### src/rtl/decode_pkg.sv
// decode_pkg
//   Shared types and constants for the decode_field_stage slice.
//   - fmt_e        : per-lane instruction format code (3 bits)
//   - OP_*         : full 7-bit opcode constants recognised by the decoder
//   - lane_res_t   : one lane's decoded result. The immediate is always carried
//                    at 64 bits so the package stays independent of XLEN; the
//                    stage keeps the low XLEN bits, which are already correctly
//                    sign-extended for either XLEN choice.
package decode_pkg;

    typedef enum logic [2:0] {
        FMT_NONE = 3'd0,
        FMT_R    = 3'd1,
        FMT_I    = 3'd2,
        FMT_S    = 3'd3,
        FMT_B    = 3'd4,
        FMT_U    = 3'd5,
        FMT_J    = 3'd6,
        FMT_ILL  = 3'd7
    } fmt_e;

    localparam logic [6:0] OP_OP       = 7'b0110011;
    localparam logic [6:0] OP_OP_32    = 7'b0111011;
    localparam logic [6:0] OP_IMM      = 7'b0010011;
    localparam logic [6:0] OP_IMM_32   = 7'b0011011;
    localparam logic [6:0] OP_LOAD     = 7'b0000011;
    localparam logic [6:0] OP_JALR     = 7'b1100111;
    localparam logic [6:0] OP_SYSTEM   = 7'b1110011;
    localparam logic [6:0] OP_MISC_MEM = 7'b0001111;
    localparam logic [6:0] OP_STORE    = 7'b0100011;
    localparam logic [6:0] OP_BRANCH   = 7'b1100011;
    localparam logic [6:0] OP_LUI      = 7'b0110111;
    localparam logic [6:0] OP_AUIPC    = 7'b0010111;
    localparam logic [6:0] OP_JAL      = 7'b1101111;

    localparam int IMM_W = 64;

    typedef struct packed {
        fmt_e             fmt;
        logic             illegal;
        logic [4:0]       rs1;
        logic [4:0]       rs2;
        logic [4:0]       rd;
        logic [2:0]       funct3;
        logic [6:0]       funct7;
        logic [IMM_W-1:0] imm;
    } lane_res_t;

endpackage

### src/rtl/decode_lane.sv
// decode_lane
//   Purely combinational single-lane decoder: classifies a 32-bit instruction
//   by its full opcode, extracts register/function fields and assembles the
//   sign-extended immediate.
//   Ports:
//     instr   in   32-bit raw instruction
//     lane_en in   lane carries a real instruction (from the bundle mask)
//     res     out  decoded lane result (decode_pkg::lane_res_t)
module decode_lane
    import decode_pkg::*;
(
    input  logic [31:0] instr,
    input  logic        lane_en,
    output lane_res_t   res
);

    // Disabled lanes report NONE with every field zero; enabled lanes always
    // expose their register fields, even when the opcode is unknown.
    always_comb begin
        res = '0;
        if (lane_en) begin
            res.rd     = instr[11:7];
            res.funct3 = instr[14:12];
            res.rs1    = instr[19:15];
            res.rs2    = instr[24:20];
            res.funct7 = instr[31:25];
            case (instr[6:0])
                OP_OP, OP_OP_32: begin
                    res.fmt = FMT_R;
                end
                OP_IMM, OP_IMM_32, OP_LOAD, OP_JALR, OP_SYSTEM, OP_MISC_MEM: begin
                    res.fmt = FMT_I;
                    res.imm = {{52{instr[31]}}, instr[31:20]};
                end
                OP_STORE: begin
                    res.fmt = FMT_S;
                    res.imm = {{52{instr[31]}}, instr[31:25], instr[11:7]};
                end
                OP_BRANCH: begin
                    res.fmt = FMT_B;
                    res.imm = {{51{instr[31]}}, instr[31], instr[7], instr[30:25],
                               instr[11:8], 1'b0};
                end
                OP_LUI, OP_AUIPC: begin
                    res.fmt = FMT_U;
                    res.imm = {{32{instr[31]}}, instr[31:12], 12'b0};
                end
                OP_JAL: begin
                    res.fmt = FMT_J;
                    res.imm = {{43{instr[31]}}, instr[31], instr[19:12], instr[20],
                               instr[30:21], 1'b0};
                end
                default: begin
                    res.fmt     = FMT_ILL;
                    res.illegal = 1'b1;
                end
            endcase
        end
    end

endmodule

### src/rtl/decode_field_stage.sv
// decode_field_stage
//   Registered multi-lane decode stage between the fetch queue and rename.
//   Each accepted bundle of LANES instructions is decoded combinationally and
//   written into a DEPTH-entry FIFO; the head entry drives the out_* ports.
//   Parameters: LANES (1..4), XLEN (32/64), DEPTH (power of two, >= 2).
//   Ports:
//     clk, rst                 clock, asynchronous active-high reset
//     in_valid/in_ready        upstream handshake (in_ready from state only)
//     in_instr, in_mask        raw lanes and lane-valid mask
//     out_valid/out_ready      downstream handshake
//     out_mask, out_fmt, out_illegal, out_rs1, out_rs2, out_rd,
//     out_funct3, out_funct7, out_imm   per-lane decoded head bundle
//   Optional macro DECODE_FIELD_STAGE_PERF_EN adds perf_bundles (accepted
//   bundles) and perf_stall (cycles with in_valid & !in_ready), both 32-bit
//   wrapping counters.
module decode_field_stage
    import decode_pkg::*;
#(
    parameter int LANES = 2,
    parameter int XLEN  = 32,
    parameter int DEPTH = 2
) (
    input  logic                  clk,
    input  logic                  rst,
    input  logic                  in_valid,
    output logic                  in_ready,
    input  logic [LANES*32-1:0]   in_instr,
    input  logic [LANES-1:0]      in_mask,
    output logic                  out_valid,
    input  logic                  out_ready,
    output logic [LANES-1:0]      out_mask,
    output logic [LANES*3-1:0]    out_fmt,
    output logic [LANES-1:0]      out_illegal,
    output logic [LANES*5-1:0]    out_rs1,
    output logic [LANES*5-1:0]    out_rs2,
    output logic [LANES*5-1:0]    out_rd,
    output logic [LANES*3-1:0]    out_funct3,
    output logic [LANES*7-1:0]    out_funct7,
    output logic [LANES*XLEN-1:0] out_imm
`ifdef DECODE_FIELD_STAGE_PERF_EN
    ,
    output logic [31:0]           perf_bundles,
    output logic [31:0]           perf_stall
`endif
);

    localparam int AW = $clog2(DEPTH);

    lane_res_t        lane_res [LANES];
    lane_res_t        mem      [DEPTH][LANES];
    logic [LANES-1:0] mask_mem [DEPTH];
    logic [AW-1:0]    wr_ptr;
    logic [AW-1:0]    rd_ptr;
    logic [AW-1:0]    show_ptr;
    logic [AW:0]      count;
    logic             push;
    logic             pop;

    for (genvar i = 0; i < LANES; i++) begin : g_lane
        decode_lane u_lane (
            .instr   (in_instr[32*i +: 32]),
            .lane_en (in_mask[i]),
            .res     (lane_res[i])
        );
    end

    assign in_ready  = (count != (AW+1)'(DEPTH));
    assign out_valid = (count != '0);
    assign push      = in_valid & in_ready;
    assign pop       = out_valid & out_ready;

    // When the FIFO is empty the slot just behind rd_ptr is the last popped
    // bundle. Nothing writes it until the next push (which lands at rd_ptr),
    // so pointing there keeps the data outputs at their last value.
    assign show_ptr = (count == '0) ? (rd_ptr - AW'(1)) : rd_ptr;

    // FIFO storage, pointers and occupancy. Reset clears the storage too so
    // every out_* data port reads zero and no stale bundle can resurface.
    always_ff @(posedge clk or posedge rst) begin
        if (rst) begin
            wr_ptr <= '0;
            rd_ptr <= '0;
            count  <= '0;
            for (int d = 0; d < DEPTH; d++) begin
                mask_mem[d] <= '0;
                for (int l = 0; l < LANES; l++) begin
                    mem[d][l] <= '0;
                end
            end
        end else begin
            if (push) begin
                mask_mem[wr_ptr] <= in_mask;
                for (int l = 0; l < LANES; l++) begin
                    mem[wr_ptr][l] <= lane_res[l];
                end
                wr_ptr <= wr_ptr + AW'(1);
            end
            if (pop) begin
                rd_ptr <= rd_ptr + AW'(1);
            end
            case ({push, pop})
                2'b10:   count <= count + (AW+1)'(1);
                2'b01:   count <= count - (AW+1)'(1);
                default: count <= count;
            endcase
        end
    end

    assign out_mask = mask_mem[show_ptr];

    for (genvar i = 0; i < LANES; i++) begin : g_out
        assign out_fmt[3*i +: 3]       = mem[show_ptr][i].fmt;
        assign out_illegal[i]          = mem[show_ptr][i].illegal;
        assign out_rs1[5*i +: 5]       = mem[show_ptr][i].rs1;
        assign out_rs2[5*i +: 5]       = mem[show_ptr][i].rs2;
        assign out_rd[5*i +: 5]        = mem[show_ptr][i].rd;
        assign out_funct3[3*i +: 3]    = mem[show_ptr][i].funct3;
        assign out_funct7[7*i +: 7]    = mem[show_ptr][i].funct7;
        assign out_imm[XLEN*i +: XLEN] = mem[show_ptr][i].imm[XLEN-1:0];
    end

`ifdef DECODE_FIELD_STAGE_PERF_EN
    // Free-running wrap-around counters of accepted bundles and of cycles
    // where upstream offered a bundle that the full FIFO had to refuse.
    always_ff @(posedge clk or posedge rst) begin
        if (rst) begin
            perf_bundles <= '0;
            perf_stall   <= '0;
        end else begin
            if (push) begin
                perf_bundles <= perf_bundles + 32'd1;
            end
            if (in_valid && !in_ready) begin
                perf_stall <= perf_stall + 32'd1;
            end
        end
    end
`endif

endmodule

### config.mk
export PLATFORM = sky130hd
export DESIGN_NAME = decode_field_stage
export DESIGN_NICKNAME = d
export VERILOG_FILES = /design/src/rtl/decode_pkg.sv /design/src/rtl/decode_lane.sv /design/src/rtl/decode_field_stage.sv
export SDC_FILE = /design/constraint.sdc
export NUM_CORES = 1
export LEC_CHECK = 0
export BUFFER_PORTS_ARGS = -buffer_cell sky130_fd_sc_hd__buf_2
export CAP_MARGIN = 20
export CORE_UTILIZATION = 61
export CTS_CLUSTER_SIZE = 24
export DETAILED_ROUTE_END_ITERATION = 8
export PLACE_DENSITY_LB_ADDON = 0.3
export SYNTH_ARGS = -nofsm -noshare
export SYNTH_HDL_FRONTEND = slang
export SYNTH_SLANG_ARGS = --single-unit
### constraint.sdc
create_clock -name clk -period 15.07 [get_ports clk]
set_clock_uncertainty 0.1 [all_clocks]
set_input_delay 1.507 -clock clk [delete_from_list [all_inputs] [get_ports clk]]
set_output_delay 1.507 -clock clk [all_outputs]
set_load 0.005 [all_outputs]
==> run summary, run 1 <==
CTS Buffer Depth - 3
CTS tree - done
PwrDens - 193 nW/um2
WL/cell - 19.6 um
Setup bufs post-CTS - 0
Post-DRT Antenna Nets - 0
Maximum VDD drop - 157 uV
CP Data Arrival Time - 3.99 ns
RSZ-0062 raised after global routing - no
Drt total wl - 32,200 um
Yosys top cell area share - 52.4%
Routed vias/inst - 6.05
Setup crit start kind - register
Largest net degree at the start of global routing - 97
Clock transition at path regs - 0.06 ns
Clock Latency Late Sink - 0.53 ns
Max_cap viols - 0
Netlist Area Pre-Place - 12,000 um2
Slew Limit Fails - 0
Syn-to-layout area delta - 15.6%
Nets - 1,427
CP top delay family - buffers and inverters
Post-layout instance area - 13,900 um2
RePlAce Congestion - 0.905
PortBufs - 195
Row count - 51
Die Ht - 143 um
Dpl ws - 10.08 ns
R2r worst-path depth - 7
Worst setup EP type - output pin
Gate Count Post-Synth - 1,206
Congestion Overflow GR - 0
Max incr delay on CP - 0.76 ns
HP Start - mask_mem[1]$_DFFE_PP0P_
Top-Level Pins - 196
Most used cell along the critical path - buf_4
HPWL after DPL - 21,400 um
Setup violators final - 0
Relative slew slack - 31.9%
Share of cells above drive strength 1 - 29.9%
Avg Cell Area, Syn - 9.98 um2
WP buf/inv - 3
Vias in the first global route - 9,597
CTS root buffer - clkbuf_16
Worst Path Required - 13.46 ns
Ys Warns - 0
Initial antenna violation count - 2
Worst R2R Start - count[0]$_DFFE_PP0P_
CP Cell Sequence - or2_2, xor2_4, buf_4, buf_4, mux2_2, buf_2
Setup ws final - 9.47 ns
Setup TNS - 0 ns
Final Cycle Share - 37.1%
Total Die Area - 20,300 um2
Hold Crit Class - register to register
Core Area - 19,400 um2
Total GRT Usage - 32.1%
CP max-delay cell - buf_4
H-tree Lvls - 1
Pwr Total - 2.68 mW
Lkg Pwr - 6.89 nW
FF+latch count, synth - 252
Endpoints failing hold - 0
Crit Path Max Fanout - 58
Sequential-to-total area share from yosys stat - 52.4%
Die X - 143 um
DR DRC count - 0
Initial DRC count - 772
Clock sink total - 252
Starting density of the core - 62.1%
Biggest area consumer among synthesized cells - dfrtp_1
Placed Area - 13,000 um2
Synth cell types - 55
Min cycle time layout - 5.60 ns
Worst setup path startpoint - count[0]$_DFFE_PP0P_
Drt first pass iters - 7
Most area-consuming cells after synthesis - dfrtp_1 (52%), mux2_2 (12%), nand2_1 (8.7%), o21ai_0 (5.9%), a22o_1 (4.2%)
Slew @ Worst Pin - 1.02 ns
Syn_nets - 1,277
Levels on crit path - 6
Post-CTS Resized - 0
Via count - 9,942
F_max - 179 MHz
Post-cts hold buffer count - 0
Crit path kind - register to output pin
First-pass GRT wire length - 51,100 um
Total CTS buffers - 26
Hold Path Depth - 2
Final core utilization - 71.7%
Status - complete, no violations
cells by family (layout without fill, tap and decap cells):
family	after synthesis	after routing	share of synthesized area, %
AND/OR/NAND/NOR	365	365	12.8
AO/OA/AOI/OAI	360	360	18.1
flip-flops	252	252	52.4
multiplexers	131	131	12.2
buffers and inverters	92	262	3.88
XOR/XNOR	5	5	0.426
adder cells (fa/ha/maj)	1	1	0.104
other	0	2	0
layer usage:
layer	global-route usage (%)	up-vias	part of all wire [%]
li1	-	4531	-
met1	45.8	4882	43
met2	49.0	451	46
met3	6.36	78	7.8
met4	11.4	0	3.1
met5	0	-	0
per-stage QoR:
stage,instances,hold slack (ns)
3_3_place_gp,1591,0.357
3_5_place_dp,1591,0.364
6_report,1643,0.377
4_1_cts,1639,0.379
5_1_grt,1643,0.393
2_1_floorplan,1206,0.340
synth_stat cells, drive strengths merged:
cell      n
a211oi    2
a21o     13
a21oi    99
a221o     1
a22o     58
a22oi     9
a311oi    1
a31oi     6
and2      7
and3      4
and3b     1
buf      64
clkbuf   22
dfrtp   252
ha        1
inv       6
mux2    130
mux2i     1
nand2   280
nand2b    6
nand3     7
nand3b    3
nand4     3
nand4b    1
nor2     30
nor2b     5
nor3      8
nor4      2
nor4b     1
o21a      4
o21ai   158
o21bai    1
o22ai     3
o311ai    1
o31ai     3
o32a      1
or2       5
or2b      1
or3       1
xnor2     2
xor2      3
registers in the layout (all words and copies together) (netlist names):
signal,flops
mask_mem,4
mem,244
count,2
rd_ptr,1
wr_ptr,1
cells in the final DEF, fill, tap and decap left out, drive strengths merged, types with 2 or more instances in the layout:
| cell type | Yosys | layout |
|---|---|---|
| dfrtp | 252 | 252 |
| clkbuf | 22 | 38 |
| and2 | 7 | 7 |
| xor2 | 3 | 3 |
| nand4 | 3 | 3 |
| nand3b | 3 | 3 |
| nand3 | 7 | 7 |
| a211oi | 2 | 2 |
| nor4 | 2 | 2 |
| a22oi | 9 | 9 |
| inv | 6 | 6 |
| or2 | 5 | 5 |
| a21o | 13 | 13 |
| diode | 0 | 2 |
| a31oi | 6 | 6 |
| a22o | 58 | 58 |
| nand2 | 280 | 280 |
| clkinv | 0 | 8 |
| o21a | 4 | 4 |
| mux2 | 130 | 130 |
| o31ai | 3 | 3 |
| nor3 | 8 | 8 |
| and3 | 4 | 4 |
| o21ai | 158 | 158 |
| nor2b | 5 | 5 |
| o22ai | 3 | 3 |
| nand2b | 6 | 6 |
| nor2 | 30 | 30 |
| buf | 64 | 208 |
| a21oi | 99 | 99 |
| xnor2 | 2 | 2 |
worst min-delay path, stage by stage (launching register included):
cell     delay [ns]
dfrtp_1        0.34
nand2_1        0.05
nand2_1        0.05
area by class of cell:
class,count,area (um2)
well taps,265,332
repair buffers,208,1110
fillers,1469,5480
clock inverters,10,88.8
inverters,6,30.0
diodes,2,5.00
flip-flops and latches,252,6310
clock buffers,38,746
multi-input cells,862,5300
report_power, final:
group	internal, mW	total [mW]	switching (mW)
Sequential	0.882	1.00	0.119
Combinational	0.481	1.05	0.573
Clock	0.361	0.625	0.264
worst paths after layout:
path,to,slack [ns]
setup / recovery,out_imm[2],9.47
hold / removal,mask_mem[1]$_DFFE_PP0P_,0.38
setup reg to reg,mem[306]$_DFFE_PP0P_,11.68
hold reg to reg,mask_mem[1]$_DFFE_PP0P_,0.38
max in group asynchronous,mem[14]$_DFFE_PP0P_,12.86
min in group asynchronous,mem[65]$_DFFE_PP0P_,0.93
Note: power is estimated with default switching activity, not from simulation.
==> run 2, diff against run 1 <==
--- a/config.mk
+++ b/config.mk
@@ -7,7 +7,7 @@
 export LEC_CHECK = 0
 export BUFFER_PORTS_ARGS = -buffer_cell sky130_fd_sc_hd__buf_2
 export CAP_MARGIN = 20
-export CORE_UTILIZATION = 61
+export CORE_UTILIZATION = 51
 export CTS_CLUSTER_SIZE = 24
 export DETAILED_ROUTE_END_ITERATION = 8
 export PLACE_DENSITY_LB_ADDON = 0.3
==> constraint.sdc (replaced) <==
create_clock -name clk -period 5.14 [get_ports clk]
set_clock_uncertainty 0.1 [all_clocks]
set_input_delay 0.514 -clock clk [delete_from_list [all_inputs] [get_ports clk]]
set_output_delay 0.514 -clock clk [all_outputs]
set_load 0.005 [all_outputs]
==> run 2 against run 1 <==
Compared with the run above: flip-flop and latch count did not move; clock power rose to 3.1 times the previous value; sequential power rose to 2.9 times the previous value; non-clock buffer count did not move; utilization fell by 11 points; register-to-register slack got worse by 9.3 ns; sequential share of layout area fell by 0.28 points; setup slack got worse by 7.6 ns; worst hold slack got worse by 0.23 ns; final area rose by 0.63%; highest routed layer is now met5.
==> run summary, run 2 (same netlist as run 1, synthesis figures left out) <==
Commonest non-fill, non-tap cells in the layout - nand2_1 (279), dfrtp_1 (252), buf_2 (196)
H-tree Lvls - 1
Setup violators final - 0
Setup TNS - 0 ns
Largest registers - mem: 244 flops, mask_mem: 4 flops, count: 2 flops
Lkg Pwr - 6.90 nW
Setup crit start kind - register
Clock transition at path regs - 0.06 ns
Total CTS buffers - 27
Via count - 9,643
CTS Buffer Depth - 3
Total GRT Usage - 26.5%
Row count - 55
Reg-to-reg slack, setup - 2.37 ns
Routed vias/inst - 5.70
Initial DRC count - 802
Starting density of the core - 52.5%
Largest net degree at the start of global routing - 168
WL/cell - 18.7 um
Final Non-Filler Cells - 1,692
Top-Level Pins - 196
Relative slew slack - 38.6%
Slew Limit Fails - 0
HPWL after DPL - 21,300 um
Nets - 1,428
CP Data Arrival Time - 2.66 ns
Share of cells above drive strength 1 - 30.1%
Final Cycle Share - 63.7%
Slew @ Worst Pin - 0.921 ns
Post-DRT Antenna Nets - 0
Cell count after placement - 1,639
Max FFs per register - 244
RSZ-0062 raised after global routing - no
Initial antenna violation count - 6
Vias in the first global route - 9,507
Die Ht - 156 um
Drt first pass iters - 6
Congestion Overflow GR - 0
Crit path kind - register to output pin
PwrDens - 566 nW/um2
Core Area - 22,900 um2
Post-CTS Resized - 0
Commonest non-fill, non-tap cell in the layout - nand2_1
Worst setup EP type - output pin
Die X - 156 um
DR DRC count - 0
PortBufs - 195
Crit Path Max Fanout - 46
Clock sink total - 252
CTS tree - done
Endpoints failing hold - 0
Status - complete, no violations
Dpl ws - 2.44 ns
Worst Path Required - 4.53 ns
F_max - 306 MHz
Final core utilization - 61.1%
Max_cap viols - 0
CTS root buffer - clkbuf_16
Hold Crit Class - input pin to register
Clock Latency Late Sink - 0.53 ns
Setup ws final - 1.87 ns
Maximum VDD drop - 387 uV
Total Die Area - 24,200 um2
Drt total wl - 31,700 um
Min cycle time layout - 3.27 ns
Reg with most FFs - mem
First-pass GRT wire length - 50,900 um
Syn-to-layout area delta - 16.3%
RePlAce Congestion - 0.905
==> run 2: final cells by class <==
cell class | instances | area [um2]
clock buffer | 34 | 742
inverter | 6 | 26.3
fill | 2008 | 8910
antenna | 3 | 7.51
timing repair buffer | 208 | 1100
clock inverter | 14 | 136
sequential | 252 | 6310
tap | 313 | 392
multi-input combinational | 862 | 5300
==> run 2: worst max-delay path, stage by stage, from the launching register on <==
cell and delay (ns):
dfrtp_1 0.42, or2_2 0.35, xor2_4 0.24, buf_4 0.52, mux2_2 0.41, buf_2 0.13
==> run 2: stage by stage <==
step                      hold WS (ns)  instance area [um2]  total power [mW]
after floorplan                  0.340                12000              4.99
after global placement           0.355                13100              5.98
after detailed placement         0.358                13100              6.04
after CTS                        0.140                14000              7.98
after global routing             0.158                14000              8.41
final                            0.150                14000              7.92
==> run 2: worst paths after layout <==
path,from,cells past startpoint,endpoint
worst min register to register,mem[91]$_DFFE_PP0P_,2,mem[91]$_DFFE_PP0P_
worst min-delay path,in_instr[50],3,mem[204]$_DFFE_PP0P_
min in group asynchronous,rst,3,mem[253]$_DFFE_PP0P_
worst max register to register,count[1]$_DFFE_PP0P_,6,mem[215]$_DFFE_PP0P_
max in group asynchronous,rst,4,mem[15]$_DFFE_PP0P_
worst max-delay path,count[0]$_DFFE_PP0P_,5,out_rd[7]
==> run 2: layer usage <==
layer,global-route usage [%],wire (um)
met1,37.7,14000
met4,8.45,957
met2,41.3,14600
met3,4.53,2080
met5,0,27
==> run 2: timing repair <==
item / CTS / global route
buffers inserted: 0 / 0
hold buffers: 1 / 0
endpoints found under the setup margin: 0 / 0
hold endpoints to repair: 9 / 0
==> run 2: power breakdown <==
part / switching (mW) / internal [mW] / total [mW]
registers: 0.342 / 2.59 / 2.93
clock network: 0.793 / 1.12 / 1.91
logic: 1.66 / 1.42 / 3.08
total: 2.79 / 5.13 / 7.92
